### config.mk
export PLATFORM = sky130hd
export DESIGN_NAME = mem_port_arbiter
export DESIGN_NICKNAME = d
export VERILOG_FILES = /design/src/rtl/mem_port_arbiter.sv
export SDC_FILE = /design/constraint.sdc
export NUM_CORES = 1
export LEC_CHECK = 0
export CAP_MARGIN = 20
export CORE_ASPECT_RATIO = 0.5
export CORE_UTILIZATION = 32
export DETAILED_ROUTE_END_ITERATION = 12
export PLACE_DENSITY = 0.88
export RECOVER_POWER = 100
export SLEW_MARGIN = 20
export SYNTH_ARGS = -nofsm -noshare
export SYNTH_HDL_FRONTEND = slang
export SYNTH_SLANG_ARGS = --single-unit
### constraint.sdc
create_clock -name clk -period 2.1 [get_ports clk]
set_clock_uncertainty 0.15 [all_clocks]
set_input_delay 0.21 -clock clk [delete_from_list [all_inputs] [get_ports clk]]
set_output_delay 0.21 -clock clk [all_outputs]
set_load 0.1 [all_outputs]
### src/rtl/mem_port_arbiter.sv
`default_nettype none
// ============================================================================
// Module   : mem_port_arbiter
// Function : Round-robin arbiter sharing one single-port memory between an
//            instruction-fetch port and a data load/store port.
// Revision : 1.0 - initial release
// ============================================================================

module mem_port_arbiter #(
    parameter int AW  = 16,
    parameter int DW  = 32,
    parameter int LAT = 2
) (
    input  logic          clk,
    input  logic          reset,

    input  logic          if_req,
    input  logic [AW-1:0] if_addr,
    output logic          if_gnt,
    output logic          if_rvalid,
    output logic [DW-1:0] if_rdata,

    input  logic          d_req,
    input  logic          d_we,
    input  logic [AW-1:0] d_addr,
    input  logic [DW-1:0] d_wdata,
    output logic          d_gnt,
    output logic          d_rvalid,
    output logic [DW-1:0] d_rdata,

    output logic          mem_en,
    output logic          mem_we,
    output logic [AW-1:0] mem_addr,
    output logic [DW-1:0] mem_wdata,
    input  logic [DW-1:0] mem_rdata,

    output logic          busy
);

    typedef enum logic [1:0] {
        IDLE    = 2'd0,
        RD_WAIT = 2'd1,
        RESP    = 2'd2
    } state_t;

    localparam logic [2:0] CNT_LOAD = 3'(LAT - 1);

    state_t        state_q,      state_d;
    logic [2:0]    cnt_q,        cnt_d;
    logic          last_owner_q, last_owner_d;   // 1: data port won last
    logic          owner_q,      owner_d;        // 1: outstanding read is data
    logic [DW-1:0] if_rdata_q,   if_rdata_d;
    logic [DW-1:0] d_rdata_q,    d_rdata_d;

    logic          grant_if;
    logic          grant_d;

    // Grants only in IDLE; reset gates them so every output reads 0 while held.
    always_comb begin
        grant_if = 1'b0;
        grant_d  = 1'b0;
        if (state_q == IDLE && !reset) begin
            if (if_req && d_req) begin
                grant_if = last_owner_q;
                grant_d  = !last_owner_q;
            end else begin
                grant_if = if_req;
                grant_d  = d_req;
            end
        end
    end

    always_comb begin
        mem_en    = 1'b0;
        mem_we    = 1'b0;
        mem_addr  = '0;
        mem_wdata = '0;
        if (grant_if) begin
            mem_en   = 1'b1;
            mem_addr = if_addr;
        end else if (grant_d) begin
            mem_en    = 1'b1;
            mem_we    = d_we;
            mem_addr  = d_addr;
            mem_wdata = d_wdata;
        end
    end

    always_comb begin
        state_d      = state_q;
        cnt_d        = cnt_q;
        last_owner_d = last_owner_q;
        owner_d      = owner_q;
        if_rdata_d   = if_rdata_q;
        d_rdata_d    = d_rdata_q;
        case (state_q)
            IDLE: begin
                if (grant_if || grant_d) begin
                    last_owner_d = grant_d;
                    // Writes complete in the grant cycle; only reads wait.
                    if (grant_if || !d_we) begin
                        state_d = RD_WAIT;
                        cnt_d   = CNT_LOAD;
                        owner_d = grant_d;
                    end
                end
            end
            RD_WAIT: begin
                if (cnt_q == 3'd0) begin
                    state_d = RESP;
                    if (owner_q) begin
                        d_rdata_d = mem_rdata;
                    end else begin
                        if_rdata_d = mem_rdata;
                    end
                end else begin
                    cnt_d = cnt_q - 3'd1;
                end
            end
            RESP: begin
                state_d = IDLE;
            end
            default: begin
                state_d = IDLE;
            end
        endcase
    end

    always_ff @(posedge clk or posedge reset) begin
        if (reset) begin
            state_q      <= IDLE;
            cnt_q        <= 3'd0;
            last_owner_q <= 1'b1;
            owner_q      <= 1'b0;
            if_rdata_q   <= '0;
            d_rdata_q    <= '0;
        end else begin
            state_q      <= state_d;
            cnt_q        <= cnt_d;
            last_owner_q <= last_owner_d;
            owner_q      <= owner_d;
            if_rdata_q   <= if_rdata_d;
            d_rdata_q    <= d_rdata_d;
        end
    end

    assign if_gnt    = grant_if;
    assign d_gnt     = grant_d;
    assign if_rvalid = (state_q == RESP) && !owner_q;
    assign d_rvalid  = (state_q == RESP) &&  owner_q;
    assign if_rdata  = if_rdata_q;
    assign d_rdata   = d_rdata_q;
    assign busy      = (state_q != IDLE);

endmodule

`default_nettype wire

==> results.md, run 1 <==
Final layout:
- The final antenna diode count is 0.
- The commonest non-fill, non-tap cell in the layout is sky130_fd_sc_hd__clkdlybuf4s50_1.
- The area overhead of the layout relative to synthesis is 115.9%.
- The share of layout cells above drive strength 1 is 0.6101.
- Leaving out fill and tap cells, the most frequent cells in the layout are sky130_fd_sc_hd__clkdlybuf4s50_1 (100), sky130_fd_sc_hd__buf_4 (85), sky130_fd_sc_hd__dfrtp_1 (70).
- After the last flow step, the layout net total stands at 593.

Routing:
- Summed over all layers, the routed wires come to 14120 um.
- Once detail routing completed, the nets flagged for antenna violations numbered 0.
- The routed design uses 7739 um of met2 wire.
- Wire segments on met3 add up to 958 um in the final route.
- Routed signal wires occupy layers up through met4.
- After the first detailed-routing iteration, the DRC count stood at 105.
- The total via count in the routed design is 3114.
- The average routed wire per standard cell is 22.40 um.
- For this run, design rule violations remaining after detail routing come to 0.
- Dividing the detail-routed via count by the number of cells gives 4.943.
- The count of TritonRoute iterations in the first routing pass is 4.
- The routed metal-1 wire length is 4868 um.

Status:
- The checks that failed: setup timing.
- The run finished, with violations left.

Floorplan:
- For this design the top-level I/O count stands at 220.
- The initial utilization of the core area, before any placement, comes to 0.3352.
- The floorplan step defined a die boundary enclosing 0.01049 mm^2.
- The die is 72.93 um tall.
- The total area inside the core boundary comes to 0.009603 mm^2.
- The die width is 143.9 um.
- The number of rows in the core area is 25.

Worst setup path:
- Of all nets on the critical path, the largest fanout is 8.
- The required time of the critical path is 1.74 ns.
- The worst setup path is launched from a primary input.
- Setup slack on the worst reg-to-reg path comes out at -0.01 ns.
- The kind of critical path is in2out.
- The nature of the critical path endpoint is a primary output.
- STA puts the critical path data arrival time at 1.96 ns.

Timing:
- The number of failing hold endpoints at the final stage is 0.
- The number of slew-limit violations in the final report is 0.
- The highest achievable clock rate is 430.2 MHz.
- Setup repair after global routing could not meet its margin everywhere.
- The shortest clock period the worst path allows after layout is 2.325 ns.
- The ratio of final minimum period to clock period is 1.107.
- The setup violation total in the final timing report is 61.
- Measured against its own limit, the worst slew margin works out to 0.6811.
- The least setup slack across all paths after layout is -0.2246 ns.
- Adding up every negative setup slack in the final design gives -9.853 ns.
- The worst-margin pin slew is 0.4773 ns.

Logic synthesis:
- The count of flip-flops with a built-in enable after synthesis is 0.
- The xor and xnor fraction of the mapped netlist area is 0.
- Summing every instance area after synthesis gives 0.003219 mm^2.
- The register bit count reported by yosys is 71.
- The share of synthesized registers carrying an async set or reset is 1.000.
- Synthesis produced a netlist whose cell count is 238.
- The largest family of logic cells by synthesized area is multiplexers.
- The yosys synthesis warning count is 0.
- The multiplexer share of the synthesized area is 0.2239.
- When the netlist entered floorplanning its net count stood at 341.
- Of the total synthesized cell area, the portion taken by AND, OR, NAND and NOR gates is 0.09949.
- The complex-gate fraction of the synthesized area is 0.08123.
- The share of the Yosys chip area taken by registers is 0.5523.
- Each instance of the synthesized netlist takes up on average 13.53 um^2.
- Of the total synthesized cell area, the portion taken by full adders, half adders and majority gates is 0.007773.
- The count of cell types in the netlist is 34.
- The most used flip-flop cell after synthesis is sky130_fd_sc_hd__dfrtp_1.

Clock network:
- The total number of clock tree sinks is 71.
- The clock-pin slew on the worst setup and hold paths is 0.06 ns.
- The tree is rooted in a sky130_fd_sc_hd__clkbuf_16.
- The longest clock path from root to sink contains 2 buffers.
- The number of levels the H-tree was split into is 3.
- The clock tree from TritonCTS is done.
- The total of hold buffers inserted after clock tree synthesis is 0.
- The number of buffers inserted during clock tree synthesis is 9.
- At the later pin of the worst-skew pair, clock insertion delay measures 0.33 ns.

Global routing:
- Entering global routing, the biggest net connects 35 pins.
- The number of antenna violations at the first check in global routing came to 0.
- The via count of the first global-routing pass was 3270.
- The first-pass GRT wire length is 18370 um.
- The overall overflow remaining after global route is 0.
- For this run, the total global-route usage over all layers was measured as 0.2398.

Run:
- The number of max-cap violations is 0.

Placement:
- Port buffering added 219 buffers.
- The detailed placement HPWL is 9190 um.
- The routability-driven placement congestion ratio is 0.8162.
- The post-placement setup slack is -0.08211 ns.

Worst hold path:
- The path type of the worst min-delay path is in2async.
## flip-flops by register name, indices dropped and copies added, names as in the netlist
signal        count
last_owner_q      1
cnt_q             3
d_rdata          32
if_rdata         32
state_q           2
owner_q           1
## critical path, cell delays in order
cell,delay [ns]
sky130_fd_sc_hd__clkdlybuf4s50_1,0.54
sky130_fd_sc_hd__or3_4,0.40
sky130_fd_sc_hd__nor2_4,0.17
sky130_fd_sc_hd__buf_12,0.16
sky130_fd_sc_hd__clkbuf_16,0.16
sky130_fd_sc_hd__and2_4,0.15
sky130_fd_sc_hd__buf_12,0.17
## final timing paths
kind | cells after the start | end | from
setup / recovery | 7 | mem_wdata[31] | reset
hold / removal | 2 | d_rdata[19]$_DFFE_PP0P_ | reset
setup reg to reg | 7 | if_rdata[27]$_DFFE_PP0P_ | cnt_q[0]$_DFFE_PP0P_
hold reg to reg | 1 | if_rdata[28]$_DFFE_PP0P_ | if_rdata[28]$_DFFE_PP0P_
max in group asynchronous | 3 | if_rdata[8]$_DFFE_PP0P_ | reset
min in group clk | 1 | if_rdata[28]$_DFFE_PP0P_ | if_rdata[28]$_DFFE_PP0P_
## per-layer routing
| layer | track usage | vias to the layer above |
|---|---|---|
| li1 | - | 1362 |
| met3 | 0.07021 | 44 |
| met5 | 0 | - |
| met4 | 0.1194 | 0 |
| met2 | 0.4665 | 133 |
| met1 | 0.2350 | 1575 |
## repair_timing
action,4_1_cts,5_1_grt
resized for setup,17,24
pin swaps,15,11
buffers inserted,7,6
setup endpoints to repair,51,116
gates cloned,4,4
## synthesized netlist by cell type (3+ instances only)
cell type                 instances  area (um^2)
sky130_fd_sc_hd__dfrtp_1         70         1752
sky130_fd_sc_hd__mux2_2          61        686.9
sky130_fd_sc_hd__and2_1          33        206.5
sky130_fd_sc_hd__a22o_1          16        140.1
sky130_fd_sc_hd__buf_2            8        40.04
sky130_fd_sc_hd__inv_1            5        18.77
sky130_fd_sc_hd__buf_4            4        30.03
sky130_fd_sc_hd__mux2_1           3        33.78
sky130_fd_sc_hd__nor2b_1          3        18.77
## logic make-up after synthesis
kind of cell / Yosys count
compound gates: 31
fa+ha+maj: 2
buf+inv: 21
flops: 71
mux: 64
simple gates: 49
## per-stage QoR
step | area [um^2] | instances | hold WS [ns] | util
6_report | 6949 | 630 | 0.2540 | 0.7236
3_3_place_gp | 6251 | 594 | 0.3208 | 0.6509
4_1_cts | 6761 | 621 | 0.1808 | 0.7041
5_1_grt | 6949 | 630 | 0.2720 | 0.7236
2_1_floorplan | 3379 | 238 | 0.1947 | -
3_5_place_dp | 6251 | 594 | 0.3289 | 0.6509
## cell type report
class | instances | area, um^2
fillers | 564 | 2654
clock inverters | 7 | 61.31
well taps | 135 | 168.9
multi-input cells | 146 | 1578
repair buffers | 257 | 3113
flip-flops and latches | 71 | 1778
inverters | 5 | 25.02
clock buffers | 9 | 225.2
Power of run 1 is not shown: default switching activity piles up to over one toggle a cycle in this logic, so the estimate is an artifact.
==> run 2, diff against run 1 <==
--- a/config.mk
+++ b/config.mk
@@ -7,9 +7,10 @@
 export LEC_CHECK = 0
 export CAP_MARGIN = 20
 export CORE_ASPECT_RATIO = 0.5
-export CORE_UTILIZATION = 32
+export CORE_UTILIZATION = 33
+export CTS_BUF_LIST = sky130_fd_sc_hd__clkbuf_4
 export DETAILED_ROUTE_END_ITERATION = 12
-export PLACE_DENSITY = 0.88
+export PLACE_DENSITY = 0.9
 export RECOVER_POWER = 100
 export SLEW_MARGIN = 20
 export SYNTH_ARGS = -nofsm -noshare
==> run 2 against run 1 <==
Count of clock-buffer cells in the layout rose by 1. Sequential share of layout area rose by 1.1 points. Worst hold slack better by 0.015 ns. Wire length fell by 8.2%. Register-to-register slack got worse by 0.35 ns. First-iteration DRC count rose by 10%. Sequential cell count did not move. The flow still finishes with violations (setup timing). Largest cell class unchanged. Design area fell by 4.0%. Maximum frequency is 5.5% lower. Critical path depth rose by 1.
==> results.md, run 2 (synthesized netlist as in run 1, its figures left out) <==
Final layout:
- The final antenna diode count was 0 (unchanged).
- The number of non-filler instances in the completed layout is 629 (-0.16%).
- The count of nets after finishing came to 593 (unchanged).
- From synthesis to final layout, the design area changed by 107.2%.
- In the layout the commonest cells are sky130_fd_sc_hd__clkdlybuf4s50_1 (99), sky130_fd_sc_hd__dfrtp_1 (70), sky130_fd_sc_hd__clkbuf_2 (63).
- The share of layout cells above drive strength 1 is 0.6073 (-0.002814).
- The cell area after layout is 0.006671 mm^2 (-4.0%).
- The library cell used most frequently in the layout, excluding fill and tap cells, is sky130_fd_sc_hd__clkdlybuf4s50_1.

Worst setup path:
- The launch point of the worst reg-to-reg path is state_q[1]$_DFFE_PP0P_.
- The cell class contributing the biggest share of worst-path delay is buffers and inverters.
- The worst reg2reg path depth is 8 (+1).
- The most numerous cell type found on the critical path is sky130_fd_sc_hd__buf_4.
- The startpoint class of the critical path is a flop.
- The kind of critical path is reg2reg.
- STA classifies the critical path endpoint as a flop.
- The required time of the critical path is 2.25 ns (+0.51 ns).
- The arrival time at the worst endpoint came to 2.61 ns (+0.65 ns).
- The internal reg-to-reg setup slack is -0.36 ns (-0.35 ns).
- The critical path starts at state_q[1]$_DFFE_PP0P_.
- The maximum single-stage delay on the critical path is 0.42 ns (-0.12 ns).
- Walking the worst path, the cells encountered are buf_4 > buf_4 > buf_4 > buf_4 > and3b_2 > nor2b_4 > clkbuf_16 > mux2_2.
- The critical-path maximum fanout is 6 (-2).
- The endpoint identified for the worst register-to-register timing path is if_rdata[3]$_DFFE_PP0P_.
- The critical path buffer and inverter count is 5 (+1).
- The master of the slowest instance on the critical path is sky130_fd_sc_hd__dfrtp_1.
- The total stage count of the critical path came to 8 (+1).

Timing:
- The ratio of final minimum period to clock period was 1.172 (+0.06493).
- The number of failing hold endpoints at the final stage is 0 (unchanged).
- The shortest clock period the worst path allows after layout is 2.461 ns (+0.1364 ns).
- The least setup slack across all paths after layout is -0.3610 ns (-0.1364 ns).
- Setup repair after global routing could not meet its margin everywhere.
- The number of slew-limit violations in the final report is 0 (unchanged).
- The worst relative slew slack is 0.3668 (-0.3143).
- The setup violation total in the final timing report is 104 (+70%).
- The worst-margin pin slew is 0.9498 ns (+0.4725 ns).
- The highest achievable clock rate is 406.3 MHz (-5.5%).

Clock network:
- The clock tree root driver cell is sky130_fd_sc_hd__clkbuf_4.
- The total of hold buffers inserted after clock tree synthesis is 0 (unchanged).
- The total number of clock tree sinks is 71 (unchanged).
- The number of buffers on the longest clock path is 2 (unchanged).
- The number of levels the H-tree was split into was 3 (unchanged).
- The clock-pin slew on the worst setup and hold paths is 0.13 ns (+0.07 ns).
- The clock tree from TritonCTS is done.
- The insertion delay of the later-clocked pin in the worst-skew pair is 0.43 ns (+0.10 ns).
- The number of buffers inserted during clock tree synthesis is 9 (unchanged).

Floorplan:
- The die width came to 141.7 um (-1.5%).
- The height of the chip is 71.84 um (-1.5%).
- The starting density of the core came to 0.3408 (+0.005550).
- The core outline area came to 0.009447 mm^2 (-1.6%).
- The full die area is 0.01018 mm^2 (-3.0%).
- The count of pins on the block boundary was 220 (unchanged).
- The number of rows in the core area is 25 (unchanged).

Routing:
- The total via count in the routed design is 3079 (-1.1%).
- The via count normalized by instance count is 4.895 (-0.97%).
- The average routed wire per standard cell is 20.60 um (-8.1%).
- The number of routed nets with antenna violations is 0 (unchanged).
- The initial detailed-routing violation count came to 116 (+10%).
- The number of remaining DRC errors is 0 (unchanged).
- The routed wire length is 12960 um (-8.2%).
- The count of TritonRoute iterations in the first routing pass is 4 (unchanged).

Global routing:
- The via count of the first global-routing pass is 3158 (-3.4%).
- The global routing usage summed across all routing layers is 0.2249 (-0.01491).
- The number of antenna violations at the first check in global routing came to 0 (unchanged).
- The first-pass GRT wire length is 17170 um (-6.6%).
- The overall overflow remaining after global route is 0 (unchanged).
- The pin count of the biggest net entering global routing is 72 (+110%).

Run:
- The number of max-cap violations is 0 (unchanged).

Placement:
- The routability-driven placement congestion ratio is 0.7438 (-8.9%).
- The number of placed instances with taps included is 594 (unchanged).
- The count of buffers from port buffering is 219 (unchanged).
- The detailed placement HPWL is 8143 um (-11%).
- The placed instance area is 0.006251 mm^2 (unchanged).

Worst hold path:
- The start point of the worst hold path is mem_rdata[28].
- The path with the worst hold slack has its endpoint at d_rdata[28]$_DFFE_PP0P_.
- The worst hold path belongs to the class in2reg.
- The worst hold path passes through 2 cells.

Status:
- The checks that failed: setup timing.
- The flow ran to the end, but the final reports show violations.
run 2: cell types whose count changed in the layout (fill, tap and decap cells not counted), moves of 3 or more:
cell	change
sky130_fd_sc_hd__buf_4	-69
sky130_fd_sc_hd__clkbuf_2	+63
sky130_fd_sc_hd__clkbuf_4	+11
sky130_fd_sc_hd__clkbuf_16	-7
sky130_fd_sc_hd__a22o_2	-5
sky130_fd_sc_hd__a22o_4	+5
sky130_fd_sc_hd__buf_6	+5
sky130_fd_sc_hd__and2_2	-4
sky130_fd_sc_hd__and2_4	+4
sky130_fd_sc_hd__clkinv_2	+4
sky130_fd_sc_hd__inv_6	-3
run 2: area by class of cell:
cell class	count	area, um^2
clock buffer	10	75.07
clock inverter	5	50.05
fill	608	2775
inverter	5	22.52
multi-input combinational	146	1634
sequential	71	1778
tap	135	168.9
timing repair buffer	257	2943
run 2: metal layers:
metal  vias to the layer above  track usage  share of wire
met5                         -            0              0
met2                       149       0.4401           0.53
met4                         0      0.09438          0.031
met1                      1541       0.2274           0.37
met3                        42      0.06283          0.064
li1                       1347            -              -
run 2: how the worst max path moves through the flow:
stage	end	slack, ns
floorplan	mem_wdata[10]	-0.26
global placement	mem_wdata[28]	0.02
detailed placement	mem_wdata[30]	-0.04
CTS	mem_wdata[24]	-0.24
global route	if_rdata[29]$_DFFE_PP0P_	-0.38
finish	if_rdata[3]$_DFFE_PP0P_	-0.36
run 2: what timing repair did:
item,4_1_cts,5_1_grt
cloned,2,7
buffers inserted,7,5
hold endpoints to repair,0,0
pin swaps,18,31
resized for setup,34,19
endpoints found under the setup margin,52,121
run 2: stage by stage:
step	setup TNS [ns]	hold slack, ns	util	worst slack [ns]
global placement	0	0.3204	0.6617	0.01666
CTS	-15.01	0.2348	0.7003	-0.2424
detailed placement	-0.7212	0.3313	0.6617	-0.03846
floorplan	-2.155	0.1947	-	-0.2593
global route	-29.43	0.2420	0.7062	-0.3779
finish	-24.13	0.2693	0.7062	-0.3610
Power of run 2 is left out for the same reason.
